==> src/rtl/fwrisc_mem_arbiter_pkg.sv <==
// Shared types for the fwrisc memory arbiter: FSM states, grant owner codes
// and the loader byte-enable constant.
package fwrisc_mem_arbiter_pkg;

  typedef enum logic [1:0] {
    ARB_IDLE  = 2'd0,
    ARB_ISSUE = 2'd1,
    ARB_RESP  = 2'd2
  } arb_state_t;

  typedef enum logic [1:0] {
    GNT_NONE = 2'd0,
    GNT_LD   = 2'd1,
    GNT_D    = 2'd2,
    GNT_I    = 2'd3
  } arb_gnt_t;

  localparam logic [3:0] LD_WE = 4'hF;

endpackage

==> src/rtl/fwrisc_mem_arbiter_prio.sv <==
// Winner select for the memory arbiter plus the data-burst counter that stops
// a busy data port from starving instruction fetch.
module fwrisc_arb_prio
  import fwrisc_mem_arbiter_pkg::*;
#(
  parameter int unsigned MAX_D_BURST = 4,
  parameter int unsigned CW          = 3
) (
  input  logic          clock,
  input  logic          rst_n,
  input  logic          arb_en_i,
  input  logic          ld_elig_i,
  input  logic          d_elig_i,
  input  logic          i_elig_i,
  input  logic          i_valid_i,
  output arb_gnt_t      win_o,
  output logic [CW-1:0] burst_cnt_o
);

  localparam logic [CW-1:0] BURST_MAX = CW'(MAX_D_BURST);

  logic [CW-1:0] burst_cnt_q, burst_cnt_d;
  logic          force_i;

  // Loader and core eligibility are mutually exclusive, so forcing instr
  // ahead of data never overrides the loader.
  assign force_i = i_elig_i && (burst_cnt_q == BURST_MAX);

  always_comb begin
    win_o = GNT_NONE;
    if (arb_en_i) begin
      if (ld_elig_i)     win_o = GNT_LD;
      else if (force_i)  win_o = GNT_I;
      else if (d_elig_i) win_o = GNT_D;
      else if (i_elig_i) win_o = GNT_I;
    end
  end

  always_comb begin
    burst_cnt_d = burst_cnt_q;
    if (arb_en_i) begin
      if (win_o == GNT_I || !i_valid_i) begin
        burst_cnt_d = '0;
      end else if (win_o == GNT_D && burst_cnt_q != BURST_MAX) begin
        burst_cnt_d = burst_cnt_q + CW'(1);
      end
    end
  end

  always_ff @(posedge clock or negedge rst_n) begin
    if (!rst_n) burst_cnt_q <= '0;
    else        burst_cnt_q <= burst_cnt_d;
  end

  assign burst_cnt_o = burst_cnt_q;

endmodule

==> src/rtl/fwrisc_mem_arbiter.sv <==
// Shares the single-port sync-read memory between the UART loader, core data
// port and core instruction port; one access every three cycles.
module fwrisc_mem_arbiter
  import fwrisc_mem_arbiter_pkg::*;
#(
  parameter int unsigned AW          = 12,
  parameter logic [3:0]  MEM_NIB     = 4'h8,
  parameter int unsigned MAX_D_BURST = 4
) (
  input  logic          clock,
  input  logic          rst_n,
  input  logic          boot_active_i,
  input  logic          ld_valid_i,
  input  logic [AW-1:0] ld_addr_i,
  input  logic [31:0]   ld_wdata_i,
  output logic          ld_ready_o,
  input  logic          i_valid_i,
  input  logic [31:0]   i_addr_i,
  output logic          i_ready_o,
  output logic [31:0]   i_rdata_o,
  input  logic          d_valid_i,
  input  logic [31:0]   d_addr_i,
  input  logic [31:0]   d_wdata_i,
  input  logic [3:0]    d_strb_i,
  input  logic          d_write_i,
  output logic          d_ready_o,
  output logic [31:0]   d_rdata_o,
  output logic          mem_en_o,
  output logic [3:0]    mem_we_o,
  output logic [AW-1:0] mem_addr_o,
  output logic [31:0]   mem_wdata_o,
  input  logic [31:0]   mem_rdata_i,
  output logic [1:0]    grant_o,
  output arb_state_t    dbg_state_o,
  output logic [$clog2(MAX_D_BURST+1)-1:0] dbg_burst_cnt_o
);

  localparam int unsigned CW = $clog2(MAX_D_BURST + 1);

  // Handshake: a requester raises valid with stable address/data and holds it
  // until its ready pulses for exactly one cycle; requests are sampled only in
  // IDLE, so changes during ISSUE/RESP are never seen.

  arb_state_t    state_q, state_d;
  arb_gnt_t      gnt_q, gnt_d, win;
  logic [AW-1:0] addr_q, addr_d;
  logic [31:0]   wdata_q, wdata_d;
  logic [3:0]    we_q, we_d;
  logic          rd_q, rd_d;
  logic          load_cmd;
  logic          ld_elig, d_elig, i_elig;
  logic          issue, resp;
  logic          unused_addr_bits;

  assign ld_elig = boot_active_i && ld_valid_i;
  assign d_elig  = !boot_active_i && d_valid_i && (d_addr_i[31:28] == MEM_NIB);
  assign i_elig  = !boot_active_i && i_valid_i;

  fwrisc_arb_prio #(
    .MAX_D_BURST (MAX_D_BURST),
    .CW          (CW)
  ) u_prio (
    .clock       (clock),
    .rst_n       (rst_n),
    .arb_en_i    (state_q == ARB_IDLE),
    .ld_elig_i   (ld_elig),
    .d_elig_i    (d_elig),
    .i_elig_i    (i_elig),
    .i_valid_i   (i_valid_i),
    .win_o       (win),
    .burst_cnt_o (dbg_burst_cnt_o)
  );

  always_comb begin
    state_d  = state_q;
    gnt_d    = gnt_q;
    load_cmd = 1'b0;
    case (state_q)
      ARB_IDLE: begin
        gnt_d = GNT_NONE;
        if (win != GNT_NONE) begin
          state_d  = ARB_ISSUE;
          gnt_d    = win;
          load_cmd = 1'b1;
        end
      end
      ARB_ISSUE: state_d = ARB_RESP;
      ARB_RESP: begin
        state_d = ARB_IDLE;
        gnt_d   = GNT_NONE;
      end
      default: begin
        state_d = ARB_IDLE;
        gnt_d   = GNT_NONE;
      end
    endcase
  end

  always_comb begin
    addr_d  = addr_q;
    wdata_d = wdata_q;
    we_d    = we_q;
    rd_d    = rd_q;
    if (load_cmd) begin
      case (win)
        GNT_LD: begin
          addr_d  = ld_addr_i;
          wdata_d = ld_wdata_i;
          we_d    = LD_WE;
          rd_d    = 1'b0;
        end
        GNT_D: begin
          addr_d  = d_addr_i[AW+1:2];
          wdata_d = d_write_i ? d_wdata_i : 32'h0;
          we_d    = d_write_i ? d_strb_i : 4'h0;
          rd_d    = !d_write_i;
        end
        GNT_I: begin
          addr_d  = i_addr_i[AW+1:2];
          wdata_d = 32'h0;
          we_d    = 4'h0;
          rd_d    = 1'b1;
        end
        default: ;
      endcase
    end
  end

  always_ff @(posedge clock or negedge rst_n) begin
    if (!rst_n) begin
      state_q <= ARB_IDLE;
      gnt_q   <= GNT_NONE;
      addr_q  <= '0;
      wdata_q <= '0;
      we_q    <= '0;
      rd_q    <= 1'b0;
    end else begin
      state_q <= state_d;
      gnt_q   <= gnt_d;
      addr_q  <= addr_d;
      wdata_q <= wdata_d;
      we_q    <= we_d;
      rd_q    <= rd_d;
    end
  end

  assign issue = (state_q == ARB_ISSUE);
  assign resp  = (state_q == ARB_RESP);

  assign mem_en_o    = issue;
  assign mem_we_o    = issue ? we_q : 4'h0;
  assign mem_addr_o  = issue ? addr_q : '0;
  assign mem_wdata_o = issue ? wdata_q : 32'h0;

  assign ld_ready_o = resp && (gnt_q == GNT_LD);
  assign d_ready_o  = resp && (gnt_q == GNT_D);
  assign i_ready_o  = resp && (gnt_q == GNT_I);
  assign d_rdata_o  = (d_ready_o && rd_q) ? mem_rdata_i : 32'h0;
  assign i_rdata_o  = i_ready_o ? mem_rdata_i : 32'h0;

  assign grant_o     = gnt_q;
  assign dbg_state_o = state_q;

  // Out-of-window byte-address bits alias onto the same word.
  assign unused_addr_bits = ^{i_addr_i[31:AW+2], i_addr_i[1:0],
                              d_addr_i[27:AW+2], d_addr_i[1:0]};

endmodule
==> config.mk <==
export PLATFORM = sky130hd
export DESIGN_NAME = fwrisc_mem_arbiter
export DESIGN_NICKNAME = d
export VERILOG_FILES = /design/src/rtl/fwrisc_mem_arbiter_pkg.sv /design/src/rtl/fwrisc_mem_arbiter_prio.sv /design/src/rtl/fwrisc_mem_arbiter.sv
export SDC_FILE = /design/constraint.sdc
export NUM_CORES = 1
export LEC_CHECK = 0
export ABC_AREA = 1
export BUFFER_PORTS_ARGS = -buffer_cell sky130_fd_sc_hd__buf_2
export CORE_AREA = 2 2 119 121
export CTS_BUF_LIST = sky130_fd_sc_hd__clkbuf_2
export CTS_CLUSTER_DIAMETER = 80
export DETAILED_ROUTE_END_ITERATION = 16
export DIE_AREA = 0 0 121 123
export SYNTH_ARGS = -nofsm -noshare
export SYNTH_HDL_FRONTEND = slang
export SYNTH_SLANG_ARGS = --single-unit
==> constraint.sdc <==
create_clock -name clock -period 1.9 [get_ports clock]
set_clock_uncertainty 0.05 [all_clocks]
set_input_delay 0.38 -clock clock [delete_from_list [all_inputs] [get_ports clock]]
set_output_delay 0.38 -clock clock [all_outputs]
set_load 0.02 [all_outputs]
==> results by group <==
Critical path
  – Critical Path Start: dbg_state_o[0]
  – Element type at the critical path start: flip-flop
  – Worst R2R Path Depth: 10
  – RR Endpoint: we_q[3]
  – WP data required: 1.47 ns
  – Crit path arrival time: 1.92 ns
  – CP bufs+invs: 5
  – Critical path fanouts, max: 16
  – Cell family with most CP delay: buffers and inverters
  – Crit end category: output pin
  – Worst path slowest cell: dfrtp_2
  – Critical path depth: 8
  – R2R Path Start: dbg_state_o[0]
  – Flop-to-flop setup slack: 0.12 ns
  – Worst setup path end: i_rdata_o[26]
  – Critical path type: reg2out
  – Most Frequent Cell on Critical Path: inv_2
  – Cell-by-cell trace of the critical path: nor2_4 -> inv_2 -> buf_6 -> nor3_4 -> inv_2 -> clkbuf_16 -> nor2_1 -> buf_4
  – CP max stage delay: 0.49 ns

Synthesis
  – Cell count after synthesis: 526
  – Netlist cell types: 24
  – Yosys reg bits: 56
  – Post-synthesis sequential area ratio: 39.4%
  – Synth Cell Area: 3550 µm²
  – Syn_nets: 711
  – Mapped Avg Cell Area: 6.76 µm²
  – Synth warn: 0

GRT
  – Initial antenna violation count: 2
  – First-pass GRT wire length: 21.2 mm
  – GRT overflow: 0
  – Vias in the first global route: 4315
  – All-layer global routing usage: 18.1%
  – Largest net degree at the start of global routing: 57

Outcome
  – Failing checks: negative setup slack
  – Status: complete, but fails checks

Power
  – Cell-internal power: 3.87 mW
  – Clk network pwr share: 7.4%
  – Flop pwr share: 27.2%
  – Switching fraction of total power: 46.4%
  – Net Sw Power: 3.36 mW
  – Pleak: 3.66 nW
  – Total power: 7.23 mW
  – Power per cell area: 1050 nW/µm²
  – Max IR drop VDD: 0.555 mV
  – Comb power frac: 65.4%

Floorplanning
  – IO Pins: 306
  – Die Wd: 121 µm
  – Rows: 43
  – Core area: 13600 µm²
  – Die area: 14900 µm²
  – Chip Height: 123 µm
  – Starting density of the core: 26.1%

Finish
  – Final Non-Filler Cells: 1022
  – Fill cell count: 1308
  – # nets final: 1025
  – Design Area, Final: 6860 µm²
  – Sequential Area: 1400 µm²
  – Footprint of the multi-input gates: 2020 µm²
  – Layout cells sized above 1: 48.8%
  – Synth-to-Final Area Change: 93.0%

Clocking
  – Num CTS Buffers: 5
  – H-tree depth: 2
  – Worst-skew pair later-pin latency: 0.47 ns
  – Clock Tree Buf Depth: 2
  – Clk sink count: 56
  – TritonCTS clock tree: done
  – Clk root buf: clkbuf_2
  – Reg clk slew, reported paths: 0.34 ns

STA
  – Worst-Margin Slew: 0.395 ns
  – Setup_tns: -39.67 ns
  – Final hold slack: 0.0248 ns
  – F_max: 0.426 GHz
  – Slew HR: 73.7%
  – Final worst-path cycle share: 123%
  – # setup viols final: 116
  – Hold Fails Final Rpt: 0
  – Max Slew Vio Count: 0
  – Minimum clock period after layout: 2.35 ns
  – RSZ-0062 raised after global routing: true
  – Setup ws final: -0.446 ns

Drt
  – Drt pass-1 iters: 4
  – Routed WL per cell: 15.0 µm
  – Via count: 4605
  – DRC viols: 0
  – Final ANT Viol Nets: 0
  – Post-DR vias/cell: 4.51
  – Starting DRT DRC Count: 153
  – Post-Route WL: 15.3 mm

Placement
  – HPWL after detailed placement: 9.87 mm
  – PortBufs: 269
  – RD Place Congestion: 0.758
  – Dpl cell area: 5440 µm²
  – Placed instance count: 963

Hold path
  – Hold Crit Class: in2reg

Run
  – # Max-Cap Violations: 0
-- state kept, by name, summed over array words and instances, names as in the netlist --
register / cells
wdata_q: 32
addr_q: 12
we_q: 4
u_prio.burst_cnt_o: 3
dbg_state_o: 2
grant_o: 2
rd_q: 1
-- stage by stage --
stage / util [%] / setup slack, ns
6_report: 50.4 / -0.446
2_1_floorplan: - / -0.0568
5_1_grt: 50.4 / -0.580
3_5_place_dp: 39.9 / -0.0335
3_3_place_gp: 39.9 / 0.00446
4_1_cts: 47.3 / -0.435
-- power groups by stage --
| stage | Combinational (mW) | Clock (mW) | Sequential [mW] |
|---|---|---|---|
| floorplan | 2.29 | 0 | 2.02 |
| global placement | 3.51 | 0 | 1.98 |
| detailed placement | 3.53 | 0 | 1.99 |
| CTS | 4.25 | 0.555 | 1.96 |
| global route | 5.14 | 0.587 | 2.03 |
| finish | 4.73 | 0.533 | 1.97 |
-- cell usage after synthesis, drive strengths merged --
| cell | n | area, µm² |
|---|---|---|
| o21ai | 58 | 294 |
| nand3 | 15 | 75.1 |
| clkbuf | 12 | 48.8 |
| dfrtp | 56 | 1400 |
| nand2 | 81 | 332 |
| xor2 | 1 | 8.76 |
| ha | 2 | 25.0 |
| nor3 | 3 | 20.0 |
| nand4 | 3 | 18.8 |
| nor2 | 130 | 518 |
| buf | 18 | 130 |
| a22oi | 32 | 240 |
| o22ai | 4 | 25.0 |
| inv | 111 | 417 |
-- tightest hold or removal path, delay by kind of cell --
kind	cells	cell delay (ns)
and+or+nand+nor	1	0.07
AOI/OAI and AO/OA	1	0.05
buffers and inverters	1	0.11
-- metal layers --
layer | wire length, µm | track usage, % | vias up
li1 | - | - | 2241
met4 | 316 | 4.87 | 0
met1 | 5820 | 20.0 | 2141
met2 | 8110 | 35.0 | 203
met5 | 0 | 0 | -
met3 | 1040 | 3.51 | 20
-- cell usage in the layout (no fill, tap or decap), types with 2 or more instances in the layout --
cell             n
buf_12           8
inv_1          103
o22ai_1          4
nand3_1         14
nand2_4          5
nor2_4          52
buf_8            2
inv_2            5
nor2_2          19
a22oi_1         30
nand2_2          3
nand4_1          3
nor3_4           2
a22oi_2          2
dfrtp_2          2
clkbuf_2         5
inv_4            3
nand2_1         73
nor2_1          59
clkbuf_16        5
dfrtp_1         54
buf_4           72
bufbuf_16        2
buf_2          153
buf_6           62
dlygate4sd3_1   32
o21ai_0         56
-- worst min-delay path by stage --
stage	start	endpoint	slack [ns]	cells past startpoint
3_3_place_gp	rst_n	wdata_q[30]	0.36	2
5_1_grt	d_wdata_i[26]	wdata_q[26]	0.01	3
4_1_cts	d_wdata_i[0]	wdata_q[0]	0.009	3
6_report	d_wdata_i[26]	wdata_q[26]	0.02	3
3_5_place_dp	rst_n	wdata_q[30]	0.36	2
2_1_floorplan	rst_n	addr_q[0]	0.03	0
-- cell type report --
cell class	count	share of cell area, %
timing repair buffer	337	39.9
multi-input combinational	329	29.5
sequential	56	20.5
inverter	111	6.19
tap	180	3.28
clock buffer	5	0.365
clock inverter	3	0.310
antenna	1	0.0365
-- timing repair --
item | in CTS | in global routing
endpoints found under the hold margin | 86 | 1
setup buffers | 6 | 6
pin swaps | 2 | 3
cloned | 3 | 6
gates resized for setup | 180 | 71
endpoints found under the setup margin | 148 | 128
hold buffers | 31 | 1
-- cells by family after synthesis --
family / Yosys count / synth area share (%)
xor+xnor: 1 / 0.247
simple gates: 232 / 27.1
compound gates: 94 / 15.7
flops: 56 / 39.4
fa+ha+maj: 2 / 0.704
buf+inv: 141 / 16.8
No activity file was read; power rests on OpenSTA's default activity.
